$ cat src/rtl/pipeline_pkg.sv
// Shared pipeline constants and helpers for the hazard and forwarding units.
package pipeline_pkg;

  localparam logic [4:0] REG_ZERO = 5'd0;

  localparam int MUL_LATENCY_DEF = 4;
  localparam int DIV_LATENCY_DEF = 32;

  typedef enum logic [1:0] {
    FWD_NONE  = 2'b00,
    FWD_EXMEM = 2'b01,
    FWD_MEMWB = 2'b10
  } fwd_sel_e;

  // True when rd is a real register feeding one of the used sources.
  function automatic logic src_match(
    input logic [4:0] rd,
    input logic [4:0] rs,
    input logic [4:0] rt,
    input logic       use_rs,
    input logic       use_rt
  );
    return (rd != REG_ZERO) &&
           ((use_rs && (rd == rs)) ||
            (use_rt && (rd == rt)));
  endfunction

endpackage

$ cat src/rtl/md_busy_counter.sv
// Load/decrement occupancy counter for the multi-cycle mult/div unit.
module md_busy_counter
  import pipeline_pkg::*;
#(
  parameter int MUL_LATENCY = MUL_LATENCY_DEF,
  parameter int DIV_LATENCY = DIV_LATENCY_DEF,
  localparam int CW = $clog2(DIV_LATENCY + 1)
) (
  input  logic clk,
  input  logic rst,
  input  logic start_i,
  input  logic is_div_i,
  output logic busy_o
);

  localparam logic [CW-1:0] MUL_LOAD =
    CW'(MUL_LATENCY - 1);
  localparam logic [CW-1:0] DIV_LOAD =
    CW'(DIV_LATENCY - 1);

  logic [CW-1:0] cnt_q;
  logic [CW-1:0] cnt_d;

  // A new start always reloads, even mid-count.
  always_comb begin
    cnt_d = cnt_q;
    if (start_i) begin
      cnt_d = is_div_i ? DIV_LOAD : MUL_LOAD;
    end else if (cnt_q != '0) begin
      cnt_d = cnt_q - CW'(1);
    end
  end

  always_ff @(posedge clk or posedge rst) begin
    if (rst) begin
      cnt_q <= '0;
    end else begin
      cnt_q <= cnt_d;
    end
  end

  assign busy_o = (cnt_q != '0);

endmodule

$ cat src/rtl/hazard_detection_unit.sv
// Stall/flush control: load-use, branch-after-load and HI/LO-busy hazards.
// Optional HAZARD_PERF_EN adds stall_cycles / flush_count counters.
module hazard_detection_unit
  import pipeline_pkg::*;
#(
  parameter int MUL_LATENCY = MUL_LATENCY_DEF,
  parameter int DIV_LATENCY = DIV_LATENCY_DEF
) (
  input  logic       clk,
  input  logic       rst,
  input  logic [4:0] IF_ID_rs,
  input  logic [4:0] IF_ID_rt,
  input  logic       IF_ID_uses_rs,
  input  logic       IF_ID_uses_rt,
  input  logic       IF_ID_is_branch,
  input  logic       IF_ID_uses_hilo,
  input  logic       branch_taken,
  input  logic [4:0] ID_EX_rd,
  input  logic       ID_EX_MemRead,
  input  logic [4:0] EX_MEM_rd,
  input  logic       EX_MEM_MemRead,
  input  logic       md_start,
  input  logic       md_is_div,
  output logic       PC_Write,
  output logic       IF_ID_Write,
  output logic       ID_EX_Flush,
  output logic       IF_ID_Flush,
  output logic       md_busy,
  output logic       stall
`ifdef HAZARD_PERF_EN
  ,
  output logic [31:0] stall_cycles,
  output logic [31:0] flush_count
`endif
);

  logic cnt_busy;
  logic lu;
  logic bl;
  logic hl;
  logic hz;

  md_busy_counter #(
    .MUL_LATENCY(MUL_LATENCY),
    .DIV_LATENCY(DIV_LATENCY)
  ) u_md_cnt (
    .clk     (clk),
    .rst     (rst),
    .start_i (md_start),
    .is_div_i(md_is_div),
    .busy_o  (cnt_busy)
  );

  assign md_busy = cnt_busy & ~rst;

  assign lu = ID_EX_MemRead &&
    src_match(ID_EX_rd, IF_ID_rs, IF_ID_rt,
              IF_ID_uses_rs, IF_ID_uses_rt);

  assign bl = IF_ID_is_branch && EX_MEM_MemRead &&
    src_match(EX_MEM_rd, IF_ID_rs, IF_ID_rt,
              IF_ID_uses_rs, IF_ID_uses_rt);

  assign hl = IF_ID_uses_hilo && md_busy;
  assign hz = lu | bl | hl;

  // Reset holds the front end frozen and squashes both stage registers.
  assign stall       = rst | hz;
  assign PC_Write    = ~stall;
  assign IF_ID_Write = ~stall;
  assign ID_EX_Flush = stall;
  assign IF_ID_Flush = rst | (branch_taken & ~hz);

`ifdef HAZARD_PERF_EN
  logic [31:0] stall_cyc_q;
  logic [31:0] stall_cyc_d;
  logic [31:0] flush_cnt_q;
  logic [31:0] flush_cnt_d;

  always_comb begin
    stall_cyc_d = stall_cyc_q;
    flush_cnt_d = flush_cnt_q;
    if (stall && (stall_cyc_q != '1)) begin
      stall_cyc_d = stall_cyc_q + 32'd1;
    end
    if (IF_ID_Flush && (flush_cnt_q != '1)) begin
      flush_cnt_d = flush_cnt_q + 32'd1;
    end
  end

  always_ff @(posedge clk or posedge rst) begin
    if (rst) begin
      stall_cyc_q <= '0;
      flush_cnt_q <= '0;
    end else begin
      stall_cyc_q <= stall_cyc_d;
      flush_cnt_q <= flush_cnt_d;
    end
  end

  assign stall_cycles = stall_cyc_q;
  assign flush_count  = flush_cnt_q;
`endif

endmodule

$ cat config.mk
export PLATFORM = sky130hd
export DESIGN_NAME = hazard_detection_unit
export DESIGN_NICKNAME = d
export VERILOG_FILES = /design/src/rtl/pipeline_pkg.sv /design/src/rtl/md_busy_counter.sv /design/src/rtl/hazard_detection_unit.sv
export SDC_FILE = /design/constraint.sdc
export NUM_CORES = 1
export LEC_CHECK = 0
export ABC_AREA = 1
export BUFFER_PORTS_ARGS = -buffer_cell sky130_fd_sc_hd__buf_2
export CAP_MARGIN = 20
export CELL_PAD_IN_SITES_DETAIL_PLACEMENT = 0
export CELL_PAD_IN_SITES_GLOBAL_PLACEMENT = 1
export CORE_MARGIN = 5
export CORE_UTILIZATION = 31
export DETAILED_ROUTE_END_ITERATION = 7
export HOLD_SLACK_MARGIN = 0.02
export PLACE_DENSITY = 0.94
export SLEW_MARGIN = 25
export SYNTH_ARGS = -nofsm -noshare
export SYNTH_HDL_FRONTEND = slang
export SYNTH_SLANG_ARGS = --single-unit
$ cat constraint.sdc
create_clock -name clk -period 5.4 [get_ports clk]
set_clock_uncertainty 0.15 [all_clocks]
set_input_delay 1.62 -clock clk [delete_from_list [all_inputs] [get_ports clk]]
set_output_delay 1.62 -clock clk [all_outputs]
set_load 0.01 [all_outputs]
==> results.sh, run 1 <==
export IMPL_outcome="finished, final reports clean"
export IMPL_fmax_mhz=228
export IMPL_grt_pass1_vias=804
export IMPL_rr_worst_depth=6
export IMPL_viasPerCell=4.35
export IMPL_power_leakage_nw=0.638
export IMPL_worstSkewPairLatency_ps=240
export IMPL_cts_hold_buf=0
export IMPL_rr_endpoint="u_md_cnt.cnt_q[0]$_DFFE_PP0P_"
export IMPL_drc_errors=0
export IMPL_layout_nets=215
export IMPL_grt_max_degree=10
export IMPL_path_class="in2out"
export IMPL_hold_viol_final=0
export IMPL_grt_overflow=0
export IMPL_worstHoldPathType="reg2reg"
export IMPL_pwr_density_cell_mw_per_mm2=156
export IMPL_met2WireLength_um=881
export IMPL_synth_seq_cells=6
export IMPL_fin_crit_sh=0.813
export IMPL_cp_end_kind="primary output"
export IMPL_cts_tree="yes"
export IMPL_hp_start="u_md_cnt.cnt_q[0]$_DFFE_PP0P_"
export IMPL_fillers=289
export IMPL_path_delay_family="buffers and inverters"
export IMPL_yosys_warnings=0
export IMPL_ctsRootBufferMaster="clkbuf_4"
export IMPL_diodes=0
export IMPL_synthDistinctLibCells=21
export IMPL_die_h_um=60.0
export IMPL_crit_arrival_ps=2620
export IMPL_path_clk_slew_ps=40
export IMPL_slew_headroom=0.788
export IMPL_antenna_found_initial=0
export IMPL_dp_hpwl_um=1750
export IMPL_critPathMaxFanout=5
export IMPL_reg2reg_slack_ps=3990
export IMPL_rr_startpoint="u_md_cnt.cnt_q[0]$_DFFE_PP0P_"
export IMPL_fp_row_count=18
export IMPL_seqCellArea_um2=150
export IMPL_drv_slew=0
export IMPL_syn_nets=176
export IMPL_num_vias=914
export IMPL_syn_avg_cell_area_um2=5.42
export IMPL_ios=37
export IMPL_wl_met1_um=968
export IMPL_synthToLayoutAreaGrowth_pct=29.1
export IMPL_cap_violations=0
export IMPL_final_antenna_net_count=0
export IMPL_drive_above_1_share=0.289
export IMPL_worst_path_buf_inv=5
export IMPL_layout_commonest_cell="nand2_1"
export IMPL_holdPathEnd="u_md_cnt.cnt_q[0]$_DFFE_PP0P_"
export IMPL_crit_chain="buf_2 > inv_1 > nand4_1 > o21ai_0 > inv_1 > nand2_1 > nand4_2 > inv_2 > buf_2"
export IMPL_worstMarginPinSlew_ps=318
export IMPL_layout_common_cells="nand2_1 (53), buf_2 (36), inv_1 (21), nor2_1 (20), inv_2 (7)"
export IMPL_coreArea_mm2=0.00243
export IMPL_max_stage_delay_ps=200
export IMPL_routed_wl_um=2010
export IMPL_gp_congestion=0.837
export IMPL_numCtsBuffers=3
export IMPL_initial_utilization=0.318
export IMPL_routedWlPerCell_um=9.59
export IMPL_fp_dieArea_mm2=0.00360
export IMPL_multiInputGateArea_um2=504
export IMPL_clock_sinks=6
export IMPL_top_register="u_md_cnt.cnt_q"
export IMPL_ctsResizeCount=0
export IMPL_cp_start_kind="input pin"
export IMPL_highest_layer="met4"
export IMPL_h_tree_depth=1
export IMPL_cp_slowest_cell="o21ai_0"
export IMPL_cts_buffer_depth=2
export IMPL_dr_wl_met3_um=134
export IMPL_seq_area_frac_synth=0.194
export IMPL_fin_total_pwr_mw=0.156
export IMPL_cp_required_ps=3630
export IMPL_fin_crit_ps=4390
export IMPL_post_cts_buffers=0
export IMPL_netlist_instances=143
export IMPL_hold_path_depth=1
export IMPL_rsz0062_at_grt="false"
export IMPL_largest_register_ff_count=6
export IMPL_grt_pass1_wl_um=3370
export IMPL_grt_usage=0.120
export IMPL_first_iter_violations=32
export IMPL_chipWidth_um=60.0
export IMPL_numPortBuffers=36
export IMPL_first_pass_iters=4
export IMPL_vdd_drop_max_v=0.0000766
export IMPL_synth_area_um2=774
export IMPL_setup_violations_final=0
export IMPL_setup_tns_ps=0
export IMPL_largestRegisters="u_md_cnt.cnt_q: 6 flops"
layout make-up:
type	instances	share of cell area
Sequential cell	6	0.150
Multi-Input combinational cell	107	0.504
Inverter	28	0.105
Tap cell	30	0.0375
Timing Repair Buffer	36	0.180
Clock buffer	3	0.0225
layer usage:
metal  vias up  global-route usage
li1        510                   -
met1       370               0.166
met2        29               0.191
met4         0              0.0380
met5         -                   0
met3         5              0.0151
worst reg2reg max path, cell delays in order (launching register included):
cell     delay, ps
dfrtp_1        400
inv_1          110
ha_1           170
nand3_2        120
nand2_1        130
inv_1           80
a21oi_1        160
worst max-delay path by stage:
stage	start	endpoint	slack (ps)	depth (start not counted)
floorplan	ID_EX_rd[1]	PC_Write	1200	9
global placement	ID_EX_rd[1]	PC_Write	1010	9
detailed placement	ID_EX_rd[1]	IF_ID_Write	1030	9
CTS	ID_EX_rd[1]	IF_ID_Write	1020	9
global route	ID_EX_rd[1]	IF_ID_Write	840	9
finish	ID_EX_rd[1]	IF_ID_Write	1010	9
stage by stage:
step	utilization	area (µm²)	instances	hold WS, ps	setup slack, ps
global placement	0.402	977	207	318	1010
finish	0.411	1000	210	362	1010
CTS	0.411	1000	210	372	1020
floorplan	-	774	143	293	1200
detailed placement	0.402	977	207	327	1030
global route	0.411	1000	210	400	836
cells by family (layout without fill, tap and decap cells):
family / count (synthesis) / count (layout) / synth area share
buffers and inverters: 30 / 67 / 0.155
adders and majority gates: 2 / 2 / 0.0323
and+or+nand+nor: 89 / 89 / 0.496
DFF: 6 / 6 / 0.194
AOI/OAI and AO/OA: 12 / 12 / 0.0775
xor gates and xnor gates: 4 / 4 / 0.0452
power breakdown:
part	switching, mW	total [mW]	internal (mW)
Sequential	0.00452	0.0541	0.0496
Combinational	0.0352	0.0612	0.0260
Clock	0.0152	0.0402	0.0251
Total	0.0549	0.156	0.101
Yosys cell counts, drive strengths merged:
cell type | instances | area [µm²]
o21ai | 10 | 50.1
ha | 2 | 25.0
dfrtp | 6 | 150
buf | 2 | 15.0
nor2 | 21 | 81.3
a21oi | 2 | 10.0
nor3 | 3 | 20.0
nand2 | 55 | 216
inv | 28 | 105
xor2 | 1 | 8.76
xnor2 | 3 | 26.3
nand4 | 4 | 31.3
nand3 | 6 | 35.0
Power figures use the tool's default switching activity.
==> run 2: changes to the inputs <==
Settings changed: ABC_AREA 1 to 0, CORE_UTILIZATION 31 to 29, PLACE_DENSITY 0.94 to 0.87.
Clock period 5.4 ns to 4.1 ns, I/O delays scaled along.
==> run 2 against run 1 <==
Combinational power grew 23%; global-route usage shrank 0.48 points; sequential share of layout area grew 2.7 points; count of clock-buffer cells in the layout is the same; die area shrank 11%; wire length shrank 12%; worst setup slack lost 750 ps; critical path type unchanged; largest power group unchanged; non-clock buffer count is the same; register-to-register slack lost 1400 ps; area after synthesis shrank 19%; highest routed layer unchanged.
==> results.sh, run 2 <==
export IMPL_outcome="finished, final reports clean"
export IMPL_final_antenna_net_count=0
export IMPL_synthToLayoutAreaGrowth_pct=35.3
export IMPL_grt_overflow=0
export IMPL_drc_errors=0
export IMPL_pwr_share_seq=0.356
export IMPL_synth_async_sr_flop_share=1.00
export IMPL_clock_sinks=6
export IMPL_post_cts_buffers=0
export IMPL_worstHoldPathType="reg2reg"
export IMPL_rsz0062_at_grt="false"
export IMPL_vdd_drop_max_v=0.000160
export IMPL_coreArea_mm2=0.00200
export IMPL_first_iter_violations=9
export IMPL_netlist_instances=74
export IMPL_largestRegisters="u_md_cnt.cnt_q: 6 flops"
export IMPL_synth_top_cell_by_area="xnor2_1"
export IMPL_path_clk_slew_ps=40
export IMPL_cellInternalPower_mw=0.137
export IMPL_grt_max_degree=10
export IMPL_largest_register_ff_count=6
export IMPL_grt_pass1_wl_um=2990
export IMPL_clkPwrFrac=0.265
export IMPL_worstMarginPinSlew_ps=289
export IMPL_numPortBuffers=36
export IMPL_dp_hpwl_um=1510
export IMPL_crit_arrival_ps=2460
export IMPL_ios=37
export IMPL_cp_start_kind="input pin"
export IMPL_max_stage_delay_ps=540
export IMPL_drv_slew=0
export IMPL_swShare=0.312
export IMPL_fin_crit_sh=0.936
export IMPL_cp_slowest_cell="or4_4"
export IMPL_fin_total_pwr_mw=0.198
export IMPL_die_h_um=56.5
export IMPL_yosysMostFrequentCell="xnor2_1"
export IMPL_viasPerCell=4.94
export IMPL_cp_required_ps=2720
export IMPL_dp_cells=135
export IMPL_fp_row_count=16
export IMPL_fp_dieArea_mm2=0.00319
export IMPL_routed_wl_um=1770
export IMPL_setup_tns_ps=0
export IMPL_synthDistinctLibCells=21
export IMPL_grt_usage=0.115
export IMPL_wl_met1_um=707
export IMPL_num_vias=682
export IMPL_syn_nets=107
export IMPL_ctsRootBufferMaster="clkbuf_4"
export IMPL_power_leakage_nw=0.377
export IMPL_setup_violations_final=0
export IMPL_fmax_mhz=260
export IMPL_drive_above_1_share=0.369
export IMPL_path_common_cell="buf_2"
export IMPL_diodes=0
export IMPL_h_tree_depth=1
export IMPL_cts_tree="yes"
export IMPL_antenna_found_initial=0
export IMPL_seq_area_frac_synth=0.240
export IMPL_layout_commonest_cell="buf_2"
export IMPL_initial_utilization=0.313
export IMPL_cp_end_kind="primary output"
export IMPL_routedWlPerCell_um=12.8
export IMPL_fin_crit_ps=3840
export IMPL_hold_viol_final=0
export IMPL_synthTopCellsByCount="xnor2_1 (23), nand2_1 (8), dfrtp_1 (6), nand4_1 (4), o21ai_0 (4)"
export IMPL_gp_congestion=0.901
export IMPL_worstSkewPairLatency_ps=240
export IMPL_yosys_area_top_type_share=0.321
export IMPL_path_class="in2out"
export IMPL_numCtsBuffers=3
export IMPL_pwr_density_cell_mw_per_mm2=234
export IMPL_syn_avg_cell_area_um2=8.47
export IMPL_slew_headroom=0.807
export IMPL_switchingPower_mw=0.0620
export IMPL_fin_cells=138
export IMPL_cts_buffer_depth=2
export IMPL_first_pass_iters=4
export IMPL_ctsResizeCount=0
export IMPL_power_share_combinational=0.379
export IMPL_ys_top_cells_by_area="xnor2_1 (32%), dfrtp_1 (24%), nand2_1 (4.8%)"
export IMPL_synth_area_um2=627
export IMPL_crit_chain="buf_2 > or4_4 > o2111ai_2 > and3_1 > buf_2"
export IMPL_critPathMaxFanout=3
export IMPL_synth_seq_cells=6
export IMPL_yosys_most_used_dff="dfrtp_1"
export IMPL_grt_pass1_vias=695
export IMPL_chipWidth_um=56.5
export IMPL_yosys_warnings=0
export IMPL_cap_violations=0
export IMPL_hold_slack_ps=396
export IMPL_highest_layer="met4"
export IMPL_dr_wl_met3_um=229
export IMPL_met2WireLength_um=801
export IMPL_layout_common_cells="buf_2 (36), xnor2_1 (23), nand2_1 (8), dfrtp_1 (6)"
export IMPL_cts_hold_buf=0
export IMPL_synth_enable_flop_cells=0
export IMPL_layout_nets=146
export IMPL_top_register="u_md_cnt.cnt_q"
==> run 2: layout make-up <==
cell class                 instances  area, µm²
tap                               27       33.8
multi-input combinational         63        450
clock buffer                       3       22.5
timing repair buffer              36        180
sequential                         6        150
fill                             208       1150
inverter                           3       11.3
==> run 2: worst paths after layout <==
kind                                                  to  cells after the start                           from  slack [ps]
max                                             PC_Write                      5                   EX_MEM_rd[1]         260
min                        u_md_cnt.cnt_q[5]$_DFFE_PP0P_                      2  u_md_cnt.cnt_q[5]$_DFFE_PP0P_         400
max reg2reg                u_md_cnt.cnt_q[2]$_DFFE_PP0P_                      4  u_md_cnt.cnt_q[2]$_DFFE_PP0P_        2590
min reg2reg                u_md_cnt.cnt_q[5]$_DFFE_PP0P_                      2  u_md_cnt.cnt_q[5]$_DFFE_PP0P_         400
max in group asynchronous  u_md_cnt.cnt_q[3]$_DFFE_PP0P_                      2                            rst        2790
min in group asynchronous  u_md_cnt.cnt_q[5]$_DFFE_PP0P_                      2                            rst         780
==> run 2: critical path, delay by kind of cell <==
| family | cells | cell delay (ps) |
|---|---|---|
| AO/OA/AOI/OAI | 1 | 230 |
| AND/OR/NAND/NOR | 2 | 750 |
| buffers and inverters | 2 | 250 |
==> run 2: metal layers <==
metal,vias to the layer above,track usage
met4,0,0.0508
met1,305,0.137
met3,6,0.0436
met2,44,0.182
met5,-,0
li1,327,-
==> run 2: power by group through the flow <==
stage	combinational (mW)	sequential, mW	clock [mW]
after floorplan	0.0445	0.0705	0
after global placement	0.0732	0.0715	0
after detailed placement	0.0750	0.0716	0
after CTS	0.0759	0.0708	0.0561
after global routing	0.0848	0.0715	0.0591
final	0.0752	0.0707	0.0525
==> run 2: kinds of logic after synthesis <==
family / after synthesis / share of synthesized area
simple gates: 27 / 0.226
xor+xnor: 25 / 0.349
buf+inv: 5 / 0.0419
compound gates: 9 / 0.104
fa+ha+maj: 2 / 0.0399
flops: 6 / 0.240
==> run 2: through the flow <==
step                instance area (µm²)  utilization  setup WS [ps]
CTS                                 848        0.424            267
global route                        848        0.424            191
finish                              848        0.424            261
global placement                    826        0.413            291
floorplan                           627            -            399
detailed placement                  826        0.413            268
==> run 3: changes to the inputs <==
Settings changed: MAX_ROUTING_LAYER from default to met4, PLACE_DENSITY 0.87 to 0.77.
==> run 3 against run 2 <==
Worst setup slack worse by 3.1 ps; non-clock buffer count stayed put; sequential power is essentially flat; total power grew 0.26%; first-iteration DRC count up 67%; utilization unchanged.
==> results.sh, run 3 (synthesis gave the netlist of run 2 again) <==
export IMPL_cp_slowest_cell="a31o_1"
export IMPL_grt_pass1_wl_um=2770
export IMPL_numPortBuffers=36
export IMPL_largestRegisters="u_md_cnt.cnt_q: 6 flops"
export IMPL_crit_cells=7
export IMPL_cap_violations=0
export IMPL_synthToLayoutAreaGrowth_pct=35.3
export IMPL_worst_path_buf_inv=2
export IMPL_layout_nets=146
export IMPL_cp_start_kind="input pin"
export IMPL_grt_pass1_vias=668
export IMPL_cts_tree="yes"
export IMPL_ctsResizeCount=0
export IMPL_cts_buffer_depth=2
export IMPL_slew_headroom=0.803
export IMPL_dp_cells=135
export IMPL_path_delay_family="compound AO/OA/AOI/OAI gates"
export IMPL_power_leakage_nw=0.377
export IMPL_rsz0062_at_grt="false"
export IMPL_final_cell_area_um2=848
export IMPL_fin_cells=138
export IMPL_layout_commonest_cell="buf_2"
export IMPL_cp_required_ps=2720
export IMPL_fin_crit_sh=0.937
export IMPL_fin_crit_ps=3840
export IMPL_fp_dieArea_mm2=0.00319
export IMPL_diodes=0
export IMPL_critPathMaxFanout=3
export IMPL_hold_path_depth=2
export IMPL_drv_slew=0
export IMPL_drive_above_1_share=0.369
export IMPL_ctsRootBufferMaster="clkbuf_4"
export IMPL_initial_utilization=0.313
export IMPL_outcome="finished, final reports clean"
export IMPL_worstHoldPathType="reg2reg"
export IMPL_path_clk_slew_ps=50
export IMPL_top_register="u_md_cnt.cnt_q"
export IMPL_grt_overflow=0
export IMPL_setup_tns_ps=0
export IMPL_chipWidth_um=56.5
export IMPL_fillers=217
export IMPL_h_tree_depth=1
export IMPL_num_vias=642
export IMPL_layout_common_cells="buf_2 (36), xnor2_1 (23), nand2_1 (8), dfrtp_1 (6)"
export IMPL_postPlaceCellArea_um2=826
export IMPL_post_cts_buffers=0
export IMPL_setup_violations_final=0
export IMPL_die_h_um=56.5
export IMPL_grt_max_degree=10
export IMPL_rr_startpoint="u_md_cnt.cnt_q[2]$_DFFE_PP0P_"
export IMPL_clock_sinks=6
export IMPL_routed_wl_um=1670
export IMPL_crit_chain="buf_2 > xnor2_1 > nand4_1 > o22ai_1 > o2111ai_2 > a31o_1 > buf_2"
export IMPL_drc_errors=0
export IMPL_viasPerCell=4.65
export IMPL_first_iter_violations=15
export IMPL_cp_end_kind="primary output"
export IMPL_ios=37
export IMPL_path_class="in2out"
export IMPL_final_antenna_net_count=0
export IMPL_hold_viol_final=0
export IMPL_cts_hold_buf=0
export IMPL_fp_row_count=16
export IMPL_antenna_found_initial=0
export IMPL_rr_worst_depth=4
export IMPL_numCtsBuffers=3
export IMPL_worstSkewPairLatency_ps=240
export IMPL_max_stage_delay_ps=230
export IMPL_routedWlPerCell_um=12.1
export IMPL_hp_start="u_md_cnt.cnt_q[5]$_DFFE_PP0P_"
export IMPL_path_common_cell="buf_2"
export IMPL_finalCoreUtilization=0.424
export IMPL_gp_congestion=0.865
export IMPL_vdd_drop_max_v=0.000152
export IMPL_dp_hpwl_um=1460
export IMPL_worstMarginPinSlew_ps=295
export IMPL_grt_usage=0.113
export IMPL_pwr_density_cell_mw_per_mm2=235
export IMPL_crit_path_start="IF_ID_rt[0]"
export IMPL_crit_arrival_ps=2460
export IMPL_coreArea_mm2=0.00200
export IMPL_fmax_mhz=260
export IMPL_largest_register_ff_count=6
export IMPL_first_pass_iters=4
export IMPL_reg2reg_slack_ps=2600
export IMPL_hold_slack_ps=378
[run 3: stage by stage]
step,worst slack (ps),power (mW)
global placement,298,0.146
detailed placement,253,0.147
global route,242,0.217
finish,258,0.199
CTS,252,0.203
floorplan,399,0.115
[run 3: worst reg2reg max path: cells and delay by family (launching register included)]
kind            cells  cell delay, ps
flops               1             410
simple gates        3             690
compound gates      1             120
[run 3: final cells by class]
cell class | count | area [µm²] | area share
sequential | 6 | 150 | 0.177
multi-input combinational | 63 | 450 | 0.531
clock buffer | 3 | 22.5 | 0.0265
timing repair buffer | 36 | 180 | 0.212
tap | 27 | 33.8 | 0.0398
inverter | 3 | 11.3 | 0.0133
[run 3: layer usage]
metal	up-vias	global-route usage	share of wire
li1	330	-	-
met1	280	0.111	0.40
met2	29	0.196	0.48
met3	3	0.0459	0.11
met4	0	0.0441	0.010
met5	-	-	0
[run 3: worst paths after layout]
path                                                      end
worst min-delay path            u_md_cnt.cnt_q[5]$_DFFE_PP0P_
worst max-delay path                              IF_ID_Flush
max in group asynchronous       u_md_cnt.cnt_q[1]$_DFFE_PP0P_
worst min register to register  u_md_cnt.cnt_q[5]$_DFFE_PP0P_
worst max register to register  u_md_cnt.cnt_q[3]$_DFFE_PP0P_
min in group asynchronous       u_md_cnt.cnt_q[5]$_DFFE_PP0P_
[run 3: power by group]
group	switching [mW]	internal [mW]	leakage, nW
registers	0.00515	0.0655	0.0711
clock network	0.0208	0.0331	0.0138
logic	0.0364	0.0381	0.292
total	0.0624	0.137	0.377
